$ cat src/rtl/uart_imem_loader.sv
// UART (8N1) boot loader: receives an A5/length/data/checksum image and writes it
// word-by-word into instruction memory, holding the CPU in reset while loading.
module uart_imem_loader #(
  parameter int unsigned CLKS_PER_BIT = 868,
  parameter int unsigned ADDR_W       = 11
) (
  input  logic              clk,
  input  logic              rst_n,
  input  logic              rx,
  output logic              im_we,
  output logic [ADDR_W-1:0] im_waddr,
  output logic [31:0]       im_wdata,
  output logic              cpu_hold,
  output logic              done,
  output logic              err
);

  localparam int unsigned     CntW     = $clog2(CLKS_PER_BIT);
  localparam logic [CntW-1:0] BitLast  = CntW'(CLKS_PER_BIT - 1);
  localparam logic [CntW-1:0] HalfLast = CntW'(CLKS_PER_BIT / 2 - 1);
  localparam logic [ADDR_W:0] MaxWords = {1'b1, {ADDR_W{1'b0}}};
  localparam logic [7:0]      Header   = 8'hA5;

  // ---------------------------------------------------------------------------
  // Receiver
  // ---------------------------------------------------------------------------
  typedef enum logic [1:0] {RxIdle, RxStart, RxData, RxStop} rx_state_e;

  rx_state_e       rx_state_q;
  logic [CntW-1:0] rx_cnt_q;
  logic [2:0]      rx_bit_q;
  logic [7:0]      rx_shift_q;
  logic            rx_meta_q, rx_sync_q, rx_prev_q;
  logic            stop_tick, byte_valid, frame_err;
  logic [7:0]      rx_byte;

  always_ff @(posedge clk or negedge rst_n) begin
    if (!rst_n) begin
      rx_meta_q <= 1'b1;
      rx_sync_q <= 1'b1;
      rx_prev_q <= 1'b1;
    end else begin
      rx_meta_q <= rx;
      rx_sync_q <= rx_meta_q;
      rx_prev_q <= rx_sync_q;
    end
  end

  // Start is edge-triggered so a line still low after a bad stop bit cannot
  // re-trigger a frame on its own.
  always_ff @(posedge clk or negedge rst_n) begin
    if (!rst_n) begin
      rx_state_q <= RxIdle;
      rx_cnt_q   <= '0;
      rx_bit_q   <= '0;
      rx_shift_q <= '0;
    end else begin
      case (rx_state_q)
        RxIdle: begin
          if (rx_prev_q && !rx_sync_q) begin
            rx_state_q <= RxStart;
            rx_cnt_q   <= '0;
          end
        end
        RxStart: begin
          if (rx_cnt_q == HalfLast) begin
            rx_cnt_q <= '0;
            rx_bit_q <= '0;
            rx_state_q <= rx_sync_q ? RxIdle : RxData;
          end else begin
            rx_cnt_q <= rx_cnt_q + CntW'(1);
          end
        end
        RxData: begin
          if (rx_cnt_q == BitLast) begin
            rx_cnt_q   <= '0;
            rx_shift_q <= {rx_sync_q, rx_shift_q[7:1]};
            rx_bit_q   <= rx_bit_q + 3'd1;
            if (rx_bit_q == 3'd7) rx_state_q <= RxStop;
          end else begin
            rx_cnt_q <= rx_cnt_q + CntW'(1);
          end
        end
        RxStop: begin
          if (rx_cnt_q == BitLast) begin
            rx_cnt_q   <= '0;
            rx_state_q <= RxIdle;
          end else begin
            rx_cnt_q <= rx_cnt_q + CntW'(1);
          end
        end
        default: rx_state_q <= RxIdle;
      endcase
    end
  end

  always_comb begin
    stop_tick  = (rx_state_q == RxStop) && (rx_cnt_q == BitLast);
    byte_valid = stop_tick && rx_sync_q;
    frame_err  = stop_tick && !rx_sync_q;
    rx_byte    = rx_shift_q;
  end

  // ---------------------------------------------------------------------------
  // Loader
  // ---------------------------------------------------------------------------
  typedef enum logic [2:0] {
    LdIdle, LdLenLo, LdLenHi, LdData, LdChk, LdDone, LdErr
  } ld_state_e;

  ld_state_e       ld_state_q;
  logic [7:0]      len_lo_q;
  logic [ADDR_W:0] n_words_q;
  logic [ADDR_W:0] word_idx_q;
  logic [1:0]      byte_cnt_q;
  logic [31:0]     asm_q;
  logic [7:0]      csum_q;

  logic [15:0]     len_full;
  logic            len_ok;
  logic [31:0]     asm_next;
  logic [ADDR_W:0] word_idx_next;
  logic            restartable;

  always_comb begin
    len_full      = {rx_byte, len_lo_q};
    len_ok        = (len_full != 16'd0) && (32'(len_full) <= 32'(MaxWords));
    asm_next      = {rx_byte, asm_q[31:8]};
    word_idx_next = word_idx_q + 1'b1;
    restartable   = (ld_state_q == LdIdle) || (ld_state_q == LdDone) ||
                    (ld_state_q == LdErr);
  end

  always_ff @(posedge clk or negedge rst_n) begin
    if (!rst_n) begin
      ld_state_q <= LdIdle;
      len_lo_q   <= '0;
      n_words_q  <= '0;
      word_idx_q <= '0;
      byte_cnt_q <= '0;
      asm_q      <= '0;
      csum_q     <= '0;
      im_we      <= 1'b0;
      im_waddr   <= '0;
      im_wdata   <= '0;
      cpu_hold   <= 1'b0;
      done       <= 1'b0;
      err        <= 1'b0;
    end else begin
      im_we <= 1'b0;
      if (frame_err) begin
        // Outside a load a bad frame is only flagged; inside one it aborts.
        err <= 1'b1;
        if ((ld_state_q != LdIdle) && (ld_state_q != LdDone)) ld_state_q <= LdErr;
      end else if (byte_valid) begin
        if (restartable && (rx_byte == Header)) begin
          ld_state_q <= LdLenLo;
          cpu_hold   <= 1'b1;
          done       <= 1'b0;
          err        <= 1'b0;
          word_idx_q <= '0;
          byte_cnt_q <= '0;
          csum_q     <= '0;
        end else begin
          case (ld_state_q)
            LdLenLo: begin
              len_lo_q   <= rx_byte;
              ld_state_q <= LdLenHi;
            end
            LdLenHi: begin
              if (len_ok) begin
                n_words_q  <= len_full[ADDR_W:0];
                ld_state_q <= LdData;
              end else begin
                err        <= 1'b1;
                ld_state_q <= LdErr;
              end
            end
            LdData: begin
              asm_q      <= asm_next;
              csum_q     <= csum_q ^ rx_byte;
              byte_cnt_q <= byte_cnt_q + 2'd1;
              if (byte_cnt_q == 2'd3) begin
                im_we      <= 1'b1;
                im_waddr   <= word_idx_q[ADDR_W-1:0];
                im_wdata   <= asm_next;
                word_idx_q <= word_idx_next;
                if (word_idx_next == n_words_q) ld_state_q <= LdChk;
              end
            end
            LdChk: begin
              if (rx_byte == csum_q) begin
                done       <= 1'b1;
                cpu_hold   <= 1'b0;
                ld_state_q <= LdDone;
              end else begin
                err        <= 1'b1;
                ld_state_q <= LdErr;
              end
            end
            default: ;
          endcase
        end
      end
    end
  end

endmodule

$ cat config.mk
export PLATFORM = sky130hd
export DESIGN_NAME = uart_imem_loader
export DESIGN_NICKNAME = d
export VERILOG_FILES = /design/src/rtl/uart_imem_loader.sv
export SDC_FILE = /design/constraint.sdc
export NUM_CORES = 1
export LEC_CHECK = 0
export CORE_UTILIZATION = 50
export CTS_CLUSTER_DIAMETER = 60
export CTS_CLUSTER_SIZE = 8
export DETAILED_ROUTE_END_ITERATION = 8
export PLACE_DENSITY = 0.73
export RECOVER_POWER = 100
export SYNTH_ARGS = -nofsm -noshare
export SYNTH_HDL_FRONTEND = slang
export SYNTH_SLANG_ARGS = --single-unit
$ cat constraint.sdc
create_clock -name clk -period 3.5 [get_ports clk]
set_input_delay 0.7 -clock clk [delete_from_list [all_inputs] [get_ports clk]]
set_output_delay 0.7 -clock clk [all_outputs]
set_load 0.03 [all_outputs]
Word level (Yosys, flattened, before mapping):

Index checks and enable logic that the tools add are counted.

* bitwise gates (word level): 3
* add/subtract/negate cells: 4
* reduce and logical (&&, ||, !) cells: 35
* equality and inequality tests: 27
* magnitude comparators: 1
* multiplexer cells: 47

Operators by type and width (count)
* $mux 12: 3
* $mux 10: 3
* $pmux 10 s3: 1
* $mux 3: 9
* $reduce_and 4->1: 5
* $reduce_and 5->1: 4
* $mux 2: 9
* $le 16x12->1 const B: 1
* $mux 1: 16
* $mux 8: 2
* $ne 4x4->1 const B: 4
* $reduce_bool 16->1: 1
* $add 12x1->12 const B: 1
* $eq 12x12->1: 1
* $eq 3x3->1 const B: 4
* $pmux 3 s4: 1
* $reduce_bool 2->1: 6
* $add 10x1->10 const B: 1
* $eq 10x10->1 const B: 1
* $eq 10x9->1 const B: 1
* $ne 2x2->1 const B: 5
* $eq 8x8->1: 1
* $eq 8x8->1 const B: 1
* $pmux 2 s4: 1
* other kinds (23): 35

* register bits after elaboration: 150
* output and inout bits: 47
* word-level logic and storage cells: 137

Depth between registers and ports, before layout:

Gate-level depths: netlist of the first run.

* depth after elaboration: 8
* mapped depth: 10

Worst setup path after synthesis of the first run:

Ideal clock, no wire load.

* path kind: register to register
* start: register rx_cnt_q[0]
* end: register len_lo_q[0]
* data arrival time: 2.050 ns
* slack: 1.326 ns
* required time: 3.375 ns
* setup time: 0.125 ns
* cell stages (with the launch flop): 10
* path through: dfrtp_1 -> ha_1 -> and4b_1 -> and4_1 -> buf_2 -> nand2_1 -> nor2_4 -> and3_1 -> buf_2 -> mux2_2

* word-level cells in the longest chain between the ends: 5
* elaborated cells on any way between the ends: 6
* those cells by class: eq/ne: 1; bitwise: 1; reduce/logical: 4

RTL lines
* start, declared: RTL line 30 `logic [CntW-1:0] rx_cnt_q;`
* start signal, assigned: RTL line 71 `rx_cnt_q <= rx_cnt_q + CntW'(1);`
* start signal, assigned: RTL line 81 `rx_cnt_q <= rx_cnt_q + CntW'(1);`
* start signal, assigned: RTL line 89 `rx_cnt_q <= rx_cnt_q + CntW'(1);`
* $eq 10x10->1 (*): RTL line 98 `stop_tick = (rx_state_q == RxStop) && (rx_cnt_q == BitLast);`
* $logic_and 1x1->1 (*): RTL line 98
* $logic_and 1x1->1: RTL line 100 `frame_err = stop_tick && !rx_sync_q;`
* $not 1->1 (no line)
* $reduce_and 4->1 (no line) (*)
* end signal, assigned: RTL line 167 `len_lo_q <= rx_byte;`
* end, declared: RTL line 112 `logic [7:0] len_lo_q;`

Mark *: on every way between the ends. The rest lies on a longest branch, timed or not.
A chain may end at the register's enable or synchronous reset.

Final worst setup path of the first run:

* start: register rx_cnt_q[0]
* end: register n_words_q[4]

* word-level cells in the longest chain between the ends: 5
* elaborated cells on any way between the ends: 6
* those cells by class: eq/ne: 1; bitwise: 1; reduce/logical: 4

RTL lines
* $eq 10x10->1 (*): RTL line 98
* $logic_and 1x1->1 (*): RTL line 98
* $logic_and 1x1->1: RTL line 100
* $not 1->1 (no line)
* $reduce_and 5->1 (no line) (*)
* end signal, assigned: RTL line 172 `n_words_q <= len_full[ADDR_W:0];`
* end, declared: RTL line 113 `logic [ADDR_W:0] n_words_q;`

Marked as above.

==> impl_metrics.yaml, run 1 <==
worst_setup_path:
  cp-start-kind: "flip-flop"
  arrival_ns: 3.29
  cpPeakStageDelay_ns: 0.53
  crit_path_frequent_cell: "nand2_1"
  worst-path-max-fanout: 12
  cp_slowest_cell: "nor2_1"
  critPathKind: "reg2reg"
  setup.worst_path.end_class: "flip-flop"
  worstPathCellList: "ha_1, and4b_1, and4_1, nand2_1, nor2_1, nand2_1, mux2_1"
  critical_path_required_ns: 3.80
sta:
  slew_viol_final: 64
  setup_tns_ns: 0
  maxSlewHeadroom_pct: -1.01
  fin_crit_ns: 2.99
  setup_violations: 0
  tightest_slew_ns: 1.52
  skew_ns: 0.00910
  hold_ws_ns: 0.360
  fmax_mhz: 335
  hold_violations: 0
  period_share_pct: 85.3
  grt_setup_unrepaired: "false"
global_route:
  grt_start_max_net_pins: 81
  grt_pass1_vias: 4674
  track_usage_pct: 22.6
  antenna_found_initial: 0
  gr-total-overflow: 0
  grt_pass1_wl_um: 23500
power:
  p_clk_share_pct: 48.6
  irDropWorstVdd_uv: 257
  p_leak_nw: 3.86
  seq_power_share_pct: 45.8
  p_sw_uw: 860
  switching_share_pct: 22.9
  power_mw: 3.76
  combPwrFrac_pct: 5.5
  internal_power_mw: 2.90
  powerDensity_nw_per_um2: 488
routing:
  vias_per_cell: 5.67
  vias: 4786
  ant_nets: 0
  drtIter0Drc: 403
  dr.pass1.iters: 4
  wl_per_cell_um: 16.6
  drt-total-wl_um: 14000
  drc_errors: 0
synth:
  syn_inst: 624
  synth-simple-area-share_pct: 16.5
  synth-compound-area-share_pct: 9.90
  synthMuxAreaShare_pct: 11.8
  syn_area_um2: 6600
  yosysUniqueCellTypes: 55
  ys_top_cells_by_area: "dfrtp_1 53%, mux2_2 9.0%, nand2_1 6.5%"
  synth_xor_area_share_pct: 3.58
  synth_edf_count: 0
  ys_warn_count: 0
  synth.most_common_cell: "dfrtp_1"
  synthAdderAreaFrac_pct: 1.14
  ys_seq_area_share_pct: 53.9
  syn_nets: 633
  synth_top_cells_by_count: "139 x dfrtp_1, 115 x nand2_1, 60 x o21ai_0"
  async_reset_ff_share_pct: 100
  synth_top_family_by_area: "simple AND/OR/NAND/NOR gates"
  yosys.area.top_type_share_pct: 52.7
  synth_top_area_cell: "dfrtp_1"
  ys.flop_type: "dfrtp_1"
  syn_avg_cell_area_um2: 10.6
  synth_seq_cells: 142
floorplan:
  start_util_pct: 51.9
  die_y_um: 117
  num_io_pins: 50
  num_rows: 41
  coreArea_um2: 12700
  fp.dieArea_um2: 13700
  die_width_um: 117
placement:
  hpwl_um: 9170
  dp.cells: 812
  place.gp.congestion: 0.861
  portBuffers: 49
run_status:
  failed_checks: "max-capacitance violations, max-slew violations"
  outcome: "complete, but fails checks"
clocking:
  insertion_delay_ns: 0.42
  postCtsHoldBufs: 0
  cts_buffer_depth: 2
  numCtsBuffers: 17
  post_cts_buffers: 0
  cts-resized-gates: 0
  htreeDepth: 4
  cts_sinks: 142
  path_clk_slew_ns: 0.06
  clockRootBuffer: "clkbuf_16"
  cts_tree: "built"
cells_and_area:
  fin_cells: 844
  synthToLayoutAreaGrowth_pct: 16.9
  final_nets: 668
  drive_above_1_share_pct: 14.4
  antenna_cells: 0
  nFillCells: 1083
flow_run:
  drv_cap: 1
min_path:
  hold_path.class: "reg2reg"
## placed cells by master (no fill, tap or decap), types with 3 or more instances in the layout
cell and instances:
o211ai_1 3, nor2_1 23, a22o_1 3, a31oi_1 7
nand3_1 17, xnor2_1 15, ha_1 6, buf_4 4
xor2_1 12, a211o_1 3, and4_1 5, a21oi_1 16
nor4_1 5, and2_1 5, clkinv_2 3, and3_1 8
nor2b_1 5, dfrtp_1 139, mux2_2 53, o21ai_0 61
inv_1 8, dlygate4sd3_1 48, mux2_1 11, bufinv_16 3
clkbuf_1 4, nand2_1 116, clkbuf_16 17, o2111ai_1 3
nor3_1 8, o31ai_1 4, nand2b_1 10, nand4_1 6
## power groups by stage
stage	Clock [mW]	Combinational (mW)	Sequential (mW)
after CTS	1.86	0.222	1.72
after global routing	1.94	0.242	1.73
after detailed placement	0	0.221	1.75
after floorplan	0	0.152	1.73
final	1.83	0.208	1.72
after global placement	0	0.207	1.75
## critical path: cells and delay by family, from the launching register on
family                     cells  cell delay [ns]
muxes                          1             0.46
and+or+nand+nor                5             1.76
adders and majority gates      1             0.23
DFF                            1             0.40
## stage by stage
stage	cell area, um2	worst slack [ns]	util [%]
2_1_floorplan	6600	1.33	-
3_3_place_gp	7180	0.871	56.5
3_5_place_dp	7180	0.706	56.5
4_1_cts	7790	0.714	61.2
5_1_grt	7710	0.382	60.6
6_report	7710	0.514	60.6
## final cells by class
class / instances / area, um2 / area share, %
Clock buffer: 22 / 464 / 6.02
Clock inverter: 10 / 138 / 1.78
Inverter: 8 / 30.0 / 0.389
Multi-Input combinational cell: 435 / 2780 / 36.1
Sequential cell: 142 / 3560 / 46.1
Tap cell: 172 / 215 / 2.79
Timing Repair Buffer: 55 / 527 / 6.83
## layer usage
| layer | vias to the layer above | share of wire, % | GRT usage, % |
|---|---|---|---|
| li1 | 2255 | - | - |
| met1 | 2380 | 46 | 30.6 |
| met2 | 132 | 49 | 35.7 |
| met3 | 19 | 4.4 | 4.69 |
| met4 | 0 | 1.2 | 9.11 |
| met5 | - | 0 | 0 |
## cells by family after synthesis
group	count (synthesis)
AO/OA/AOI/OAI	112
XOR/XNOR	27
adder cells (fa/ha/maj)	6
buffers and inverters	47
flip-flops	142
multiplexers	66
AND/OR/NAND/NOR	224
## sequential cells by signal, summed over array words and instances, names as in the netlist, 2 cells and up, named ones only
register	count
asm_q	24
n_words_q	12
word_idx_q	12
im_wdata	32
csum_q	8
rx_cnt_q	10
rx_bit_q	3
ld_state_q	3
len_lo_q	8
rx_byte	8
im_waddr	11
byte_cnt_q	2
## final timing paths
path,from,end,slack [ns],depth (start not counted)
hold reg to reg,rx_meta_q,rx_sync_q,0.36,0
hold / removal,rx_meta_q,rx_sync_q,0.36,0
min in group asynchronous,rst_n,im_wdata[5],0.64,1
max in group asynchronous,rst_n,ld_state_q[0],0.93,2
setup / recovery,rx_cnt_q[0],n_words_q[4],0.51,7
setup reg to reg,rx_cnt_q[0],n_words_q[4],0.51,7
No activity file was read; power rests on OpenSTA's default activity.
==> inputs of run 2 (changes only) <==
Settings changed: PLACE_DENSITY 0.73 to default, PLACE_DENSITY_LB_ADDON from default to 0.05.
==> run 2 against run 1 <==
The flow now finishes without violations. Combinational power barely moved. Design area rose by 0.70%. Power fell by 0.25%. Sequential power barely moved. Die area did not move. Largest cell class unchanged.
==> impl_metrics.yaml, run 2 (synthesis results as in run 1) <==
global_route:
  track_usage_pct: 23.4
  grt_pass1_vias: 4664
  antenna_found_initial: 0
  grt_start_max_net_pins: 117
  grt_pass1_wl_um: 24100
  gr-total-overflow: 0
worst_setup_path:
  r2r_start: "rx_cnt_q[0]"
  critical_path_required_ns: 3.79
  crit_path_start: "rx_cnt_q[0]"
  worst-path-max-fanout: 32
  setup.worst_path.end_class: "flip-flop"
  critPathKind: "reg2reg"
  arrival_ns: 3.15
  cp-start-kind: "flip-flop"
cells_and_area:
  final_cell_mix: "139 x dfrtp_1, 116 x nand2_1, 61 x o21ai_0"
  reg.largest.list: "im_wdata x32, asm_q x24"
  drive_above_1_share_pct: 15.3
  final_nets: 671
  finish.utilization_pct: 61.0
  largest_register_ffs: 32
  antenna_cells: 0
  nFillCells: 1112
  fin_cells: 847
  synthToLayoutAreaGrowth_pct: 17.7
  final_common_cell: "dfrtp_1"
  regMostFlops: "im_wdata"
floorplan:
  fp.dieArea_um2: 13700
  start_util_pct: 51.9
  die_width_um: 117
  die_y_um: 117
  num_io_pins: 50
  num_rows: 41
  coreArea_um2: 12700
clocking:
  cts_tree: "built"
  postCtsHoldBufs: 0
  path_clk_slew_ns: 0.06
  cts_buffer_depth: 2
  insertion_delay_ns: 0.42
  htreeDepth: 4
  clockRootBuffer: "clkbuf_16"
  cts-resized-gates: 0
  post_cts_buffers: 0
  numCtsBuffers: 17
  cts_sinks: 142
power:
  p_leak_nw: 3.88
  powerDensity_nw_per_um2: 484
  power_mw: 3.75
  irDropWorstVdd_uv: 293
flow_run:
  drv_cap: 0
sta:
  setup_ws_ns: 0.642
  skew_ns: 0.0106
  slew_viol_final: 0
  period_share_pct: 81.7
  setup_tns_ns: 0
  maxSlewHeadroom_pct: 31.2
  fin_crit_ns: 2.86
  setup_violations: 0
  tightest_slew_ns: 1.03
  grt_setup_unrepaired: "false"
  hold_violations: 0
  fmax_mhz: 350
min_path:
  min_from: "rx_meta_q"
  hold_path.class: "reg2reg"
routing:
  vias_per_cell: 5.55
  wl_per_cell_um: 16.9
  drtIter0Drc: 323
  drt-total-wl_um: 14300
  dr.pass1.iters: 5
  vias: 4703
  drc_errors: 0
  ant_nets: 0
run_status:
  outcome: "finished, final reports clean"
placement:
  dp_slack_ns: 0.864
  hpwl_um: 9630
  place.gp.congestion: 0.857
  portBuffers: 49
  dp.cells: 815
[run 2: critical path: stages, from the launching register on]
cell      delay [ns]
dfrtp_1         0.42
ha_1            0.26
and4b_1         0.21
and4_1          0.27
nand3_1         0.11
clkbuf_1        0.45
nor3_4          0.09
nand2_2         0.30
buf_12          0.25
mux2_2          0.36
[run 2: layout make-up]
cell class / count / area [um2] / area share (%)
Sequential cell: 142 / 3560 / 45.8
Multi-Input combinational cell: 435 / 2800 / 36.0
Timing Repair Buffer: 58 / 558 / 7.19
Clock buffer: 18 / 439 / 5.66
Tap cell: 172 / 215 / 2.77
Clock inverter: 14 / 166 / 2.14
Inverter: 8 / 30.0 / 0.387
[run 2: stage by stage]
| step | hold slack (ns) | cell area, um2 |
|---|---|---|
| final | 0.364 | 7760 |
| after detailed placement | 0.351 | 7210 |
| after floorplan | 0.345 | 6600 |
| after CTS | 0.361 | 7820 |
| after global placement | 0.349 | 7210 |
| after global routing | 0.372 | 7760 |
[run 2: report_power, final]
group          total (mW)  switching, mW  internal [mW]
Sequential           1.72         0.0477           1.68
Clock                1.82          0.684           1.14
Combinational       0.211          0.133         0.0779
[run 2: worst paths after layout]
path / to / slack (ns) / depth (start not counted)
max in group asynchronous: im_wdata[29] / 1.62 / 2
max reg2reg: im_waddr[4] / 0.64 / 9
min: rx_sync_q / 0.36 / 0
max: im_waddr[4] / 0.64 / 9
min in group asynchronous: im_wdata[5] / 0.42 / 1
min reg2reg: rx_sync_q / 0.36 / 0
[run 2: per-layer routing]
layer	GRT usage [%]	vias up	wire, um
li1	-	2251	-
met2	36.9	106	6790
met3	4.74	14	627
met5	0	-	0
met1	32.4	2332	6670
met4	7.93	0	192
==> inputs of run 3 (changes only) <==
Clock period 3.5 ns to 2.3 ns, I/O delays scaled along.
==> run 3 against run 2 <==
Final cell count rose by 4.5%. Critical path type unchanged. Utilization rose by 2.9 points. Critical endpoint is now ld_state_q[2]. Sequential power rose by 51%. Setup slack got worse by 0.59 ns. Via count rose by 5.1%. Largest cell class unchanged. Global-route usage rose by 1.2 points. Power rose by 58%.
==> impl_metrics.yaml, run 3 (synthesis results as in run 1) <==
worst_setup_path:
  r2r_setup_slack_ns: 0.05
  setup.worst_path.end_class: "flip-flop"
  critical_path_required_ns: 2.61
  cp-start-kind: "flip-flop"
  arrival_ns: 2.56
  crit_path_frequent_cell: "nor4_1"
  cp_slowest_cell: "nor4_1"
  cpPeakStageDelay_ns: 0.49
  critPathKind: "reg2reg"
  worstPathCellList: "nor4_1, a31oi_1, nor4_1, o31ai_1, a22o_1, a31o_2"
  worst-path-max-fanout: 3
cells_and_area:
  final_nets: 709
  final_cell_mix: "139 x dfrtp_1, 115 x nand2_1, 61 x o21ai_0"
  final_common_cell: "dfrtp_1"
  drive_above_1_share_pct: 21.5
  antenna_cells: 0
  synthToLayoutAreaGrowth_pct: 23.3
  largest_register_ffs: 32
  reg.largest.list: "im_wdata x32, asm_q x24"
  regMostFlops: "im_wdata"
sta:
  slew_viol_final: 0
  maxSlewHeadroom_pct: 23.5
  hold_ws_ns: 0.355
  period_share_pct: 97.6
  fin_crit_ns: 2.25
  hold_violations: 0
  tightest_slew_ns: 1.15
  grt_setup_unrepaired: "true"
  setup_violations: 0
  fmax_mhz: 445
  skew_ns: 0.00796
  setup_ws_ns: 0.0544
power:
  powerDensity_nw_per_um2: 727
  p_leak_nw: 4.12
  irDropWorstVdd_uv: 485
global_route:
  track_usage_pct: 24.6
  grt_start_max_net_pins: 48
  grt_pass1_vias: 4789
  grt_pass1_wl_um: 24900
  gr-total-overflow: 0
  antenna_found_initial: 0
routing:
  wl_per_cell_um: 17.0
  topRoutingLayerUsed: "met4"
  wl_met2_um: 6950
  drc_errors: 0
  wl_met1_um: 7210
  vias_per_cell: 5.58
  vias: 4941
  drt-total-wl_um: 15100
  dr.pass1.iters: 5
  drtIter0Drc: 320
  ant_nets: 0
  wl_met3_um: 658
clocking:
  numCtsBuffers: 17
  htreeDepth: 4
  cts_buffer_depth: 2
  cts_tree: "built"
  insertion_delay_ns: 0.42
  cts_sinks: 142
  clockRootBuffer: "clkbuf_16"
  path_clk_slew_ns: 0.06
min_path:
  hold_path.class: "reg2reg"
floorplan:
  coreArea_um2: 12700
  fp.dieArea_um2: 13700
  num_rows: 41
  num_io_pins: 50
  start_util_pct: 51.9
  die_width_um: 117
  die_y_um: 117
flow_run:
  drv_cap: 0
placement:
  hpwl_um: 10600
  portBuffers: 49
  place.gp.congestion: 0.884
  dp_slack_ns: 0.0249
run_status:
  outcome: "finished, final reports clean"
-- run 3: cell types whose count changed in the layout (fill, tap and decap cells not counted), moves of 2 or more --
cell        before  now
buf_4            4   32
mux2_1          11    1
clkbuf_2         1    6
clkinvlp_4       4    1
mux2_4           0   10
buf_6            1    3
-- run 3: final timing paths --
check	endpoint	startpoint	depth (start not counted)
worst max-delay path	ld_state_q[2]	len_lo_q[1]	6
worst min-delay path	rx_sync_q	rx_meta_q	0
worst max register to register	ld_state_q[2]	len_lo_q[1]	6
worst min register to register	rx_sync_q	rx_meta_q	0
max in group asynchronous	n_words_q[5]	rst_n	3
min in group asynchronous	im_wdata[5]	rst_n	2
-- run 3: metrics by stage --
step / TNS [ns] / utilization [%] / area, um2 / instances / total power, mW
floorplan: 0 / - / 6600 / 624 / 2.87
global placement: 0 / 59.1 / 7520 / 852 / 3.05
detailed placement: 0 / 59.1 / 7520 / 852 / 3.07
CTS: 0 / 64.1 / 8160 / 885 / 5.99
global route: -0.159 / 63.9 / 8140 / 885 / 6.14
finish: 0 / 63.9 / 8140 / 885 / 5.92
-- run 3: power breakdown --
part / internal [mW] / switching, mW
sequential: 2.55 / 0.0484
combinational: 0.157 / 0.253
clock: 1.85 / 1.06
-- run 3: per-layer routing --
layer,vias to the layer above,GRT usage [%]
met5,-,0
met4,0,9.79
met3,22,5.10
met2,126,37.2
met1,2451,34.7
li1,2342,-
-- run 3: what timing repair did --
item / in CTS / in global routing
hold buffers: 1 / 0
resized for setup: 1 / 5
endpoints found under the hold margin: 24 / 0
buffers inserted: 0 / 0
pin swaps: 0 / 0
setup endpoints to repair: 2 / 22
-- run 3: final cells by class --
class | instances | area [um2]
clock inverter | 13 | 186
fill | 1074 | 4590
multi-input combinational | 435 | 2850
inverter | 8 | 30.0
sequential | 142 | 3560
clock buffer | 19 | 443
tap | 172 | 215
timing repair buffer | 96 | 853
-- run 3: worst max-delay path, delay by kind of cell (launching register included) --
family	cells	cell delay, ns
compound gates	4	0.80
flops	1	0.40
simple gates	2	0.94
